`src/rtl/spec_history_fifo.sv`:
```
// spec_history_fifo: speculative global branch-history register with a
// circular checkpoint buffer. Predicts shift in the predicted outcome and
// save the pre-shift history. Mispredicts restore from the checkpoint and
// flush younger checkpoints. Retire frees the oldest checkpoint.
// Optional feature macro: SPEC_HIST_STATS_EN adds mispredict/drop counters.
module spec_history_fifo #(
  parameter int N          = 64,
  parameter int CKPT_DEPTH = 8,
  parameter int PTR_W      = $clog2(CKPT_DEPTH)
) (
  input  logic             clk,
  input  logic             rst,
  input  logic             pred_valid,
  input  logic             pred_taken,
  output logic [PTR_W-1:0] pred_tag,
  input  logic             resolve_valid,
  input  logic             mispredict_valid,
  input  logic [PTR_W-1:0] mispredict_tag,
  input  logic             mispredict_taken,
  output logic [N-1:0]     hist_out,
  output logic [PTR_W:0]   ckpt_count,
  output logic             ckpt_full,
  output logic             ckpt_empty
`ifdef SPEC_HIST_STATS_EN
  ,
  output logic [31:0]      stat_mispredicts,
  output logic [31:0]      stat_drops
`endif
);

  localparam logic [PTR_W-1:0] PTR_ONE = 1;
  localparam logic [PTR_W:0]   CNT_ONE = 1;
  localparam logic [PTR_W:0]   CNT_MAX = CKPT_DEPTH[PTR_W:0];

  logic [N-1:0]     hist;
  logic [N-1:0]     ckpt [CKPT_DEPTH];
  logic [PTR_W-1:0] head, tail;
  logic [PTR_W:0]   count;

  logic [PTR_W-1:0] mp_dist;
  logic             mp_ok;
  logic             pred_ok;
  logic             retire;

  // Classify this cycle's requests against the pre-cycle pointers.
  always_comb begin
    mp_dist = mispredict_tag - head;
    mp_ok   = mispredict_valid && ({1'b0, mp_dist} < count);
    retire  = resolve_valid && (count != '0);
    pred_ok = pred_valid && !ckpt_full && !mispredict_valid;
  end

  // History, pointers and occupancy; mispredict restore takes priority.
  always_ff @(posedge clk) begin
    if (rst) begin
      hist  <= '0;
      head  <= '0;
      tail  <= '0;
      count <= '0;
    end else begin
      if (retire)
        head <= head + PTR_ONE;
      if (mp_ok) begin
        hist  <= {ckpt[mispredict_tag][N-2:0], mispredict_taken};
        tail  <= mispredict_tag + PTR_ONE;
        // Mispredicted branch keeps its slot unless it also retires now.
        count <= retire ? {1'b0, mp_dist} : ({1'b0, mp_dist} + CNT_ONE);
      end else begin
        if (pred_ok) begin
          hist <= {hist[N-2:0], pred_taken};
          tail <= tail + PTR_ONE;
        end
        if (pred_ok && !retire)
          count <= count + CNT_ONE;
        else if (!pred_ok && retire)
          count <= count - CNT_ONE;
      end
    end
  end

  // Checkpoint storage needs no reset; only in-flight slots are ever read.
  always_ff @(posedge clk) begin
    if (!rst && !mp_ok && pred_ok)
      ckpt[tail] <= hist;
  end

`ifdef SPEC_HIST_STATS_EN
  // Saturating event counters for valid mispredicts and full-buffer drops.
  always_ff @(posedge clk) begin
    if (rst) begin
      stat_mispredicts <= '0;
      stat_drops       <= '0;
    end else begin
      if (mp_ok && stat_mispredicts != 32'hFFFF_FFFF)
        stat_mispredicts <= stat_mispredicts + 32'd1;
      if (pred_valid && ckpt_full && !mispredict_valid && stat_drops != 32'hFFFF_FFFF)
        stat_drops <= stat_drops + 32'd1;
    end
  end
`endif

  // Outputs are pure functions of the registered state.
  always_comb begin
    pred_tag   = tail;
    hist_out   = hist;
    ckpt_count = count;
    ckpt_full  = (count == CNT_MAX);
    ckpt_empty = (count == '0);
  end

endmodule

```
`config.mk`:
```
export PLATFORM = sky130hd
export DESIGN_NAME = spec_history_fifo
export DESIGN_NICKNAME = d
export VERILOG_FILES = /design/src/rtl/spec_history_fifo.sv
export SDC_FILE = /design/constraint.sdc
export NUM_CORES = 1
export LEC_CHECK = 0
export ABC_AREA = 1
export CAP_MARGIN = 20
export CORE_MARGIN = 2
export CORE_UTILIZATION = 54
export CTS_CLUSTER_DIAMETER = 80
export DETAILED_ROUTE_END_ITERATION = 10
export GPL_ROUTABILITY_DRIVEN = 0
export MAX_ROUTING_LAYER = met4
export PLACE_DENSITY = 0.72
export REMOVE_ABC_BUFFERS = 1
export SETUP_SLACK_MARGIN = 0.2
export SLEW_MARGIN = 20
export SYNTH_ARGS = -nofsm -noshare
export SYNTH_HDL_FRONTEND = slang
export SYNTH_SLANG_ARGS = --single-unit
```
`constraint.sdc`:
```
create_clock -name clk -period 12.14 [get_ports clk]
set_clock_uncertainty 0.2 [all_clocks]
set_input_delay 1.214 -clock clk [delete_from_list [all_inputs] [get_ports clk]]
set_output_delay 1.214 -clock clk [all_outputs]
set_load 0.01 [all_outputs]
```
=== Word level (Yosys, flattened, before mapping) ===
Memory sizes are Yosys's and may differ from the RTL's.
Cells that the tools add are included.

* Bits in registers: 74
* Memory bits (writable): 512
* Word-level logic and storage cells: 42
* Memories: 1

{| class="wikitable"
|+ Memories
! name !! words !! width !! read ports !! clocked after Yosys merged registers in !! wr ports !! line !! text
|-
| ckpt || 8 || 64 || 1 || 0 || 1 || 36 || <nowiki>logic [N-1:0] ckpt [CKPT_DEPTH];</nowiki>
|}

* Add/sub/neg operators: 7
* Order comparisons: 1
* Eq/ne operators: 1
* Muxes and demuxes: 10
* Reductions and logical operators: 18

{| class="wikitable"
|+ Operator list
! cell !! number
|-
| 64-bit 2-to-1 mux || 2
|-
| 4-bit 2-to-1 mux || 4
|-
| 3-bit by 1-bit adder with 3-bit output (second input constant) || 3
|-
| 1-bit logical AND || 8
|-
| 1-bit logical NOT || 6
|-
| 3-bit 2-to-1 mux || 2
|-
| 3-bit by 1-bit adder with 4-bit output (second input constant) || 1
|-
| 4-bit by 1-bit adder with 4-bit output (second input constant) || 1
|-
| 4-bit equality test (second input constant) || 1
|-
| 4-bit logical NOT || 1
|-
| 3-bit by 4-bit < comparator with 1-bit output || 1
|-
| 4-bit nonzero test || 1
|-
| 4-bit by 1-bit subtractor with 4-bit output (second input constant) || 1
|-
| 3-bit nonzero test || 1
|-
| 3-bit subtractor || 1
|-
| 1-bit 2-to-1 mux || 2
|-
| 2-bit nonzero test || 1
|}

=== Depth between registers and ports, before layout ===
Gate-level depths: netlist (run 1).

* Depth in word-level cells: 9
* Mapped depth: 28
* Depth with buffers taken out: 22

=== Worst setup path after synthesis (run 1) ===
No wires, ideal clock.

* Path kind: input -> register
* From: input port pred_valid
* To: memory ckpt[1][0], enable pin
* Library setup time: 0.484 ns
* Data arrival time: 4.546 ns
* Data required time: 11.456 ns
* Slack: 6.910 ns
* Stages on the path: 7
* Buffers on the path: 1
* Path through: inv_1 > nor2_1 > nand2_2 > clkbuf_1 > nor2_1 > nand2_1 > nor2_1

* Word-level cells in the longest chain between the ends: 5

{| class="wikitable"
|+ Ends and longest elaborated chain
! what !! line !! text
|-
| start, declared || 13 || <nowiki>input logic pred_valid,</nowiki>
|-
| 1-bit logical AND (2 in a row) || 50 || <nowiki>pred_ok = pred_valid && !ckpt_full && !mispredict_valid;</nowiki>
|-
| 1-bit logical AND || 83 || <nowiki>if (!rst && !mp_ok && pred_ok)</nowiki>
|-
| 1-bit 2-to-1 mux || 83 ||
|-
| 1-bit 2-to-1 mux (not written as such) || 84 || <nowiki>ckpt[tail] <= hist;</nowiki>
|-
| end, declared || 36 ||
|}

No other way between the ends.

=== Final worst setup path (run 1) ===
* From: input port mispredict_tag[0]
* To: register count[1], in the netlist ckpt_count[1]

* Word-level cells in the longest chain between the ends: 4
* Elaborated cells between the ends (all ways): 7
* Classes of those cells: add/sub: 2; order compare: 1; mux: 2; reduce/logical: 2

{| class="wikitable"
|+ Ends and longest elaborated chain
! what !! line !! text
|-
| start, declared || 18 || <nowiki>input logic [PTR_W-1:0] mispredict_tag,</nowiki>
|-
| 3-bit subtractor * || 47 || <nowiki>mp_dist = mispredict_tag - head;</nowiki>
|-
| 3-bit by 1-bit adder with 4-bit output or 3-bit by 4-bit < comparator with 1-bit output (tied branches) || 67, 48 ||
|-
| 4-bit 2-to-1 mux or 1-bit logical AND (tied branches) || 67, 48 ||
|-
| 4-bit 2-to-1 mux or 3-bit nonzero test (tied branches) || - ||
|-
| end signal, assigned || 67 || <nowiki>count <= retire ? {1'b0, mp_dist} : ({1'b0, mp_dist} + CNT_ONE);</nowiki>
|-
| end signal, assigned || 74 || <nowiki>count <= count + CNT_ONE;</nowiki>
|-
| end signal, assigned || 76 || <nowiki>count <= count - CNT_ONE;</nowiki>
|-
| end, declared || 38 || <nowiki>logic [PTR_W:0] count;</nowiki>
|}

Mark *: on every way between the ends. The rest lies on a longest branch, timed or not.
A chain may end at the register's enable or synchronous reset.

==> impl_results.md, run 1 <==
* Status: finished clean
* WL/cell at 21.2 um
* # DRC at 0
* Clk root buf: clkbuf_16
* H-tree levels at 2
* Crit path required time at around 12000 ps
* Post-Route WL at 55400 um
* R2R Setup Slk at a little over 8000 ps
* First-pass DRT Iterations at 5
* Starting Density at a little over half
* Max Slew Vio Count at 0
* Largest net degree at the start of global routing at 188
* Setup TNS at 0 ps
* Synth-to-Final Area Change at 13.2%
* Core area at roughly 42000 sq um
* Post-synth EDFFs at 504
* Port Buf Inserts at a little over 80
* Hpwl dp at 26200 um
* PostCTS Resize Cnt at 0
* Clock buffer count from CTS at 56
* Most used cell along the critical path: nand2_1
* Final net count at 2049
* Cell Chain, Critical Path: buf_6 > inv_6 > ha_1 > inv_1 > fa_1 > ha_1 > nand2_1 > nand2_1 > nand2_1 > nand3_4 > inv_2 > buf_4 > nand3_1 > o21ai_0 > a21oi_1
* Grt ovf at 0
* ANT cells at 0
* DRT iter0 DRCs at 1572
* Crit path kind: input port to flip-flop
* RSZ-0062 raised after global routing: no
* PwrDens at 206 nW/um^2
* Util after Layout at 62.1%
* GRT Overall Usage at 25.8%
* Critical-path top delay cell: buf_4
* Yosys warns at 0
* I/O pin total at 83
* Number of global-route vias before repair at 15400
* First-pass GRT wire length at 85500 um
* Vias post-DR at roughly 16000
* CTS tree: done
* Post-CTS Hold Buffers at 0
* Die area at between 40000 and 50000 sq um
* Critical Path Start Type: input port
* Initial antenna violation count at 0
* DIE WIDTH at 211 um
* WP data arrival at around 5600 ps
* Crit Path Max Fanout at 109
* Worst-path clk slew at 60 ps
* Crit end category: flip-flop
* Final worst path period need at 5310 ps
* Number of vias per cell at approximately 6.0
* Clock Latency Late Sink at about 600 ps
* Post-synthesis register bit count at 578
* Cell row count at 75
* Layout cells sized above 1 at 6.36%
* Die Y at 211 um
* Slew @ Worst Pin at 1100 ps
* Sequential area share after synthesis at between 70% and 80%
* Num Clock Sinks at 578
* Post-synth ARST share at 0%
* Leakage at 0.00900 uW
* Most used flip-flop cell after synthesis: edfxtp_1
* Worst Hold Class: flip-flop to flip-flop
* Distinct cells, synth at 25
* F_max at 0.188 GHz
* Peak supply drop at 0.000126 V
* Synth Cell Area at between 20000 and 25000 sq um
* Max Cap Viol at 0
* Clk buf depth at 3
* Fin. Hold Viols at 0
* Final setup vio count at 0
* Setup bufs post-CTS at 0
* Period utilization at 43.7%
* Max-slew headroom at a little over a quarter
* Post-Synthesis Cells at 1999
* CP max stage delay at 760 ps
* Antenna-violating nets left at 0
* Mean post-synth cell area at 11.5 sq um
registers in the layout (all words and copies together), names as in the netlist:
name        cells
ckpt_count      4
hist_out       64
head            3
ckpt          504
pred_tag        3
area by class of cell:
cell class                 count  area [sq um]
fill                        3240         15900
timing repair buffer         105          1040
tap                          539           674
sequential                   578         16600
clock buffer                  77          1600
clock inverter                27           307
multi-input combinational   1256          5750
inverter                      32           126
stage by stage:
step	instance area [sq um]	setup slack [ps]	cells	total power, uW	hold slack [ps]
after floorplan	22400	3850	1866	3150	251
final	26100	6830	2614	5380	296
after global routing	26100	6540	2614	5590	314
after global placement	24200	5720	2508	3580	277
after CTS	26100	6920	2613	5390	291
after detailed placement	24200	6320	2509	3620	277
kinds of logic (layout without fill, tap and decap cells):
logic type      count (synthesis)  in the layout  share of synthesized area, %
compound gates                463            463                          10.8
fa+ha+maj                      10             10                         0.607
simple gates                  782            782                          13.2
xor+xnor                        1              1                        0.0380
buf+inv                       165            241                          3.36
flops                         578            578                          72.0
cells in the final DEF, fill, tap and decap left out:
cell / instances
a21oi_1: 72
a31oi_1: 60
and3_1: 3
buf_12: 1
buf_16: 2
buf_2: 1
buf_4: 21
buf_6: 1
bufinv_16: 7
clkbuf_1: 10
clkbuf_16: 57
clkbuf_8: 10
clkdlybuf4s50_1: 79
clkinv_1: 5
clkinv_2: 15
clkinvlp_4: 1
dfxtp_1: 74
edfxtp_1: 504
fa_1: 2
ha_1: 8
inv_1: 25
inv_2: 5
inv_6: 1
nand2_1: 427
nand2_2: 1
nand3_1: 79
nand3_4: 1
nand4_1: 1
nor2_1: 262
nor2_4: 8
o211ai_1: 3
o21ai_0: 197
o21ai_1: 66
o22ai_1: 65
xnor2_1: 1
routing by layer:
layer	up-vias	GRT usage, %	share of wire, %
met2	647	41.2	48
met5	-	-	0
met1	7640	34.6	43
met3	103	4.42	8.0
li1	7164	-	-
met4	0	6.90	1.9
critical path: cells and delay by family:
kind                     cells  cell delay (ps)
adder cells (fa/ha/maj)      3             1130
AND/OR/NAND/NOR              5              760
buffers and inverters        5             2090
AO/OA/AOI/OAI                2              230
worst paths after layout:
check / from / endpoint / depth (start not counted)
setup / recovery: mispredict_tag[0] / ckpt_count[1] / 15
hold / removal: head[0] / head[0] / 1
setup reg to reg: head[0] / ckpt_count[1] / 17
hold reg to reg: head[0] / head[0] / 1
report_power, final:
part | switching (uW) | total [uW] | internal (uW)
Sequential | 257 | 2730 | 2480
Combinational | 518 | 858 | 340
Clock | 718 | 1780 | 1070
cells in the mapped netlist (all sizes together), types with 31 or more instances:
library cell	count	share of area, %
o22ai	65	1.8
buf	57	1.6
o21ai	263	5.7
dfxtp	74	6.4
nor2	270	4.4
a21oi	72	1.6
nand3	80	1.7
nand2	428	7.0
clkbuf	76	1.2
inv	31	0.50
a31oi	60	1.6
edfxtp	504	66
Note: power is estimated with default switching activity, not from simulation.
==> run 2: changes to the inputs <==
Settings changed: PLACE_DENSITY 0.72 to 0.75.
Clock period 12.14 ns to 4.7 ns, I/O delays scaled along.
==> impl_results.md, run 2 (synthesized netlist as in run 1, its figures left out) <==
* Largest register FFs at 504
* Cell row count at 75
* CP max stage delay at 490 ps
* Number of vias per cell at 6.04
* R2r worst-path depth at 16
* Die Y at 211 um
* First-pass GRT wire length at 86700 um
* Dpl cells at 2519
* Num Clock Sinks at 578
* Placed cell areas at 24400 sq um
* Antenna-violating nets left at 0
* Pwr Total at around 14000 uW
* RSZ-0062 raised after global routing: no
* Worst path buffer plus inverter count at 5
* Clk buf depth at 3
* Min-delay src: mispredict_taken
* PwrDens at 521 nW/um^2
* Critical Path Start Type: flip-flop
* Period utilization at slightly above 70%
* CP top delay family: simple AND/OR/NAND/NOR gates
* WL/cell at 21.3 um
* Post-CTS Hold Buffers at 0
* Grt ovf at 0
* # DRC at 0
* Crit path required time at 5000 ps
* GRT Overall Usage at 26.1%
* End of the worst hold path: hist_out[0]
* Multi-input gate area at 5750 sq um
* Final worst path period need at 3410 ps
* Fin cells at 2619
* Crit end category: flip-flop
* Initial antenna violation count at 0
* Largest net degree at the start of global routing at 211
* Final setup vio count at 0
* F_max at 0.293 GHz
* Starting Density at 54.9%
* Number of global-route vias before repair at between 15000 and 20000
* CTS tree: done
* Setup bufs post-CTS at 0
* PostCTS Resize Cnt at 0
* Worst-path clk slew at 60 ps
* Peak supply drop at 0.000290 V
* WP data arrival at 3710 ps
* Max-slew headroom at 27.4%
* Layout cells sized above 1 at 6.39%
* Max Cap Viol at 0
* Fill count at 3132
* I/O pin total at 83
* Hold Crit Depth at 3
* Crit Path Max Fanout at 39
* Critical-path top delay cell: buf_4
* RR Endpoint: hist_out[26]
* Commonest cells after routing, fill and taps aside: 504 x edfxtp_1, 427 x nand2_1, 262 x nor2_1, 197 x o21ai_0
* Clock Latency Late Sink at 610 ps
* Final net count at 2056
* Max Slew Vio Count at 0
* Post-Route WL at 55800 um
* Crit path kind: flip-flop to flip-flop
* RR Startpoint: head[0]
* Fin. Hold Viols at 0
* Synth-to-Final Area Change at 13.2%
* Port Buf Inserts at 82
* Worst Hold Class: input port to flip-flop
* Leakage at around 0.009 uW
* R2R Setup Slk at 1290 ps
* Clock buffer count from CTS at 54
* Vias post-DR at approximately 16000
* Hpwl dp at 26700 um
* ANT cells at 0
* Cell Chain, Critical Path: ha_1 > inv_1 > fa_1 > inv_1 > nand2_1 > nand3_1 > nand2_1 > ha_1 > inv_1 > nor2_1 > nand2_1 > nand3_4 > inv_2 > buf_4 > nand3_1 > and3_1
* Die area at 44400 sq um
* Register name with the most flops: ckpt
* Slew @ Worst Pin at 1090 ps
* Clk root buf: clkbuf_16
* FF+latch area at 16600 sq um
* DIE WIDTH at 211 um
* DRT iter0 DRCs at 1867
* Core area at 42000 sq um
* Commonest non-fill, non-tap cell in the layout: edfxtp_1
* Status: finished clean
* First-pass DRT Iterations at 6
* Final instance area at 26100 sq um
* H-tree levels at 2
run 2: cell types whose count changed in the layout (fill, tap and decap cells not counted):
cell       previous run  this run
inv_2                 5         6
clkbuf_1             10        17
clkinv_2             15        11
buf_12                1        12
bufinv_16             7         3
clkinv_1              5         2
buf_16                2         0
clkbuf_16            57        55
inv_6                 1         2
run 2: routing by layer:
metal | global-route usage, % | share of wire, % | up-vias | wire length, um
met5 | - | 0 | - | 0
met4 | 10.1 | 3.2 | 0 | 1770
met3 | 4.76 | 9.3 | 154 | 5210
met2 | 40.4 | 47 | 816 | 26400
met1 | 34.7 | 40 | 7680 | 22400
li1 | - | - | 7178 | -
run 2: power by group:
group	switching, uW	leakage [uW]	internal, uW
Clock	1830	0.000863	2470
Combinational	1360	0.00292	886
Sequential	673	0.00520	6400
Total	3860	0.00899	9760
run 2: worst register-to-register path: cells and delay by family (launching register included):
kind	cells	cell delay [ps]
AND/OR/NAND/NOR	8	1030
adder cells (fa/ha/maj)	3	850
buffers and inverters	5	850
flip-flops	1	380
run 2: final cells by class:
type / count / area share (%)
flip-flops and latches: 578 / 63.6
multi-input cells: 1256 / 22.0
clock buffers: 82 / 6.04
repair buffers: 114 / 4.61
well taps: 539 / 2.58
clock inverters: 18 / 0.647
inverters: 32 / 0.479
run 2: worst max-delay path by stage:
stage                           start             to  slack [ps]  cells after the start
floorplan           mispredict_tag[0]  ckpt_count[1]       -2850                     16
global placement    mispredict_tag[0]    hist_out[2]        1100                     19
detailed placement  mispredict_tag[0]    hist_out[2]        1060                     18
CTS                           head[0]   hist_out[26]        1300                     16
global route                  head[0]   hist_out[25]         960                     17
finish                        head[0]   hist_out[26]        1290                     16
run 2: metrics by stage:
stage | setup TNS (ps) | util, % | setup slack (ps) | hold slack (ps)
3_5_place_dp | 0 | 58.0 | 1060 | 285
2_1_floorplan | -282580 | - | -2850 | 251
5_1_grt | 0 | 62.1 | 960 | 278
6_report | 0 | 62.1 | 1290 | 283
4_1_cts | 0 | 62.1 | 1300 | 266
3_3_place_gp | 0 | 58.0 | 1100 | 285
==> run 3: changes to the inputs <==
Clock period 4.7 ns to 2.73 ns, I/O delays scaled along.
==> impl_results.md, run 3 (synthesized netlist as in run 1, its figures left out) <==
* Status: finished with violations
* PwrDens at 905 nW/um^2
* Crit path required time at 3070 ps
* Critical Path Start Type: flip-flop
* # DRC at 0
* GRT Overall Usage at 26.3%
* Final net count at 2114
* Slack of the critical path at -96.7 ps
* R2R Setup Slk at -100 ps
* Number of global-route vias before repair at 16100
* Post-CTS Hold Buffers at 0
* Layout cells sized above 1 at 11.7%
* I/O pin total at 83
* Worst setup path start: head[0]
* Peak supply drop at roughly 0.00047 V
* Worst Hold Class: input port to flip-flop
* Cell row count at 75
* ANT cells at 0
* Hold Crit Depth at 3
* RR Startpoint: head[0]
* Max Cap Viol at 0
* Die area at 44400 sq um
* Min-delay src: mispredict_taken
* Hpwl dp at 29100 um
* DRT iter0 DRCs at 1812
* Crit path kind: flip-flop to flip-flop
* Final worst path period need at between 2000 and 3000 ps
* Synth-to-Final Area Change at 19.1%
* Clk buf depth at 3
* Clock Latency Late Sink at approximately 600 ps
* WL/cell at between 20 and 25 um
* First-pass GRT wire length at 87600 um
* Util after Layout at 65.4%
* Initial antenna violation count at 0
* R2r worst-path depth at 18
* DIE WIDTH at 211 um
* Fill count at 2905
* Multi-input gate area at between 6000 and 7000 sq um
* Core area at about 42000 sq um
* Die Y at 211 um
* Clk root buf: clkbuf_16
* F_max at 0.354 GHz
* Register name with the most flops: ckpt
* Period utilization at 104%
* Largest register FFs at 504
* Failing checks: setup timing
* Max-slew headroom at 31.7%
* Crit Path Max Fanout at 7
* Commonest cells after routing, fill and taps aside: 504 x edfxtp_1, 416 x nand2_1, 261 x nor2_1, 189 x o21ai_0, 79 x clkdlybuf4s50_1
* WP data arrival at between 3000 and 4000 ps
* H-tree levels at 2
* Port Buf Inserts at 82
* Post-Route WL at 57000 um
* Starting Density at 54.9%
* Antenna-violating nets left at 0
* Worst-path clk slew at 70 ps
* Grt ovf at 0
* RSZ-0062 raised after global routing: yes
* Pwr Total at 24900 uW
* Number of vias per cell at 6.03
* Largest net degree at the start of global routing at 210
* Clock buffer count from CTS at 56
* Leakage at around 0.0095 uW
* Vias post-DR at 16200
* Final setup vio count at 60
* First-pass DRT Iterations at 5
* Slew @ Worst Pin at 1020 ps
* Max Slew Vio Count at 0
* CTS tree: done
* FF+latch area at 16600 sq um
* Num Clock Sinks at a little under 600
* Fin. Hold Viols at 0
* Crit end category: flip-flop
* Commonest non-fill, non-tap cell in the layout: edfxtp_1
## run 3: path summary, 6_finish.rpt
| kind | to |
|---|---|
| max | hist_out[26] |
| min | hist_out[0] |
| max reg2reg | hist_out[26] |
| min reg2reg | head[2] |
## run 3: where the power goes
| part | switching [uW] | internal, uW | total (uW) |
|---|---|---|---|
| Clock | 3190 | 4400 | 7590 |
| Sequential | 1130 | 11000 | 12100 |
| Combinational | 2850 | 2300 | 5150 |
| Total | 7170 | 17700 | 24900 |
## run 3: what timing repair did
item                       4_1_cts  5_1_grt
resized for setup               50       41
pin swaps                       19        6
buffers inserted                16        2
setup endpoints to repair       71       72
gates cloned                     1        2
## run 3: stage by stage
stage               setup TNS, ps  instances  area, sq um  setup slack [ps]  hold WS, ps
global placement           -10720       2554        24900              -222          314
floorplan                -1401350       1866        22400             -4620          142
global route                -9760       2681        27500              -197         75.1
detailed placement         -12600       2554        24900              -300          319
CTS                             0       2677        27100              3.53         44.1
finish                      -2740       2681        27500             -96.7         60.9
## run 3: metal layers
metal	vias to the layer above	global-route usage [%]	share of wire, %
met5	-	-	0
met4	0	9.59	2.9
met3	154	4.55	8.4
met2	770	41.5	49
met1	7928	34.7	40
li1	7305	-	-
## run 3: layout make-up
cell class	count	share of cell area (%)
inverters	32	0.501
repair buffers	170	7.30
clock buffers	89	5.96
flip-flops and latches	578	60.5
clock inverters	17	0.665
well taps	539	2.45
multi-input cells	1256	22.7
## run 3: worst max-delay path, stage by stage (launching register included)
cell	delay [ps]
dfxtp_2	350
ha_4	130
inv_2	30
fa_2	360
nand2_2	110
nand2_1	60
nand2_1	70
nand2_2	70
ha_4	260
inv_2	30
nor2_2	90
nand2_2	90
nand3_4	140
buf_12	170
clkinv_8	80
buf_12	130
clkbuf_16	150
nand3_2	60
and3_4	170
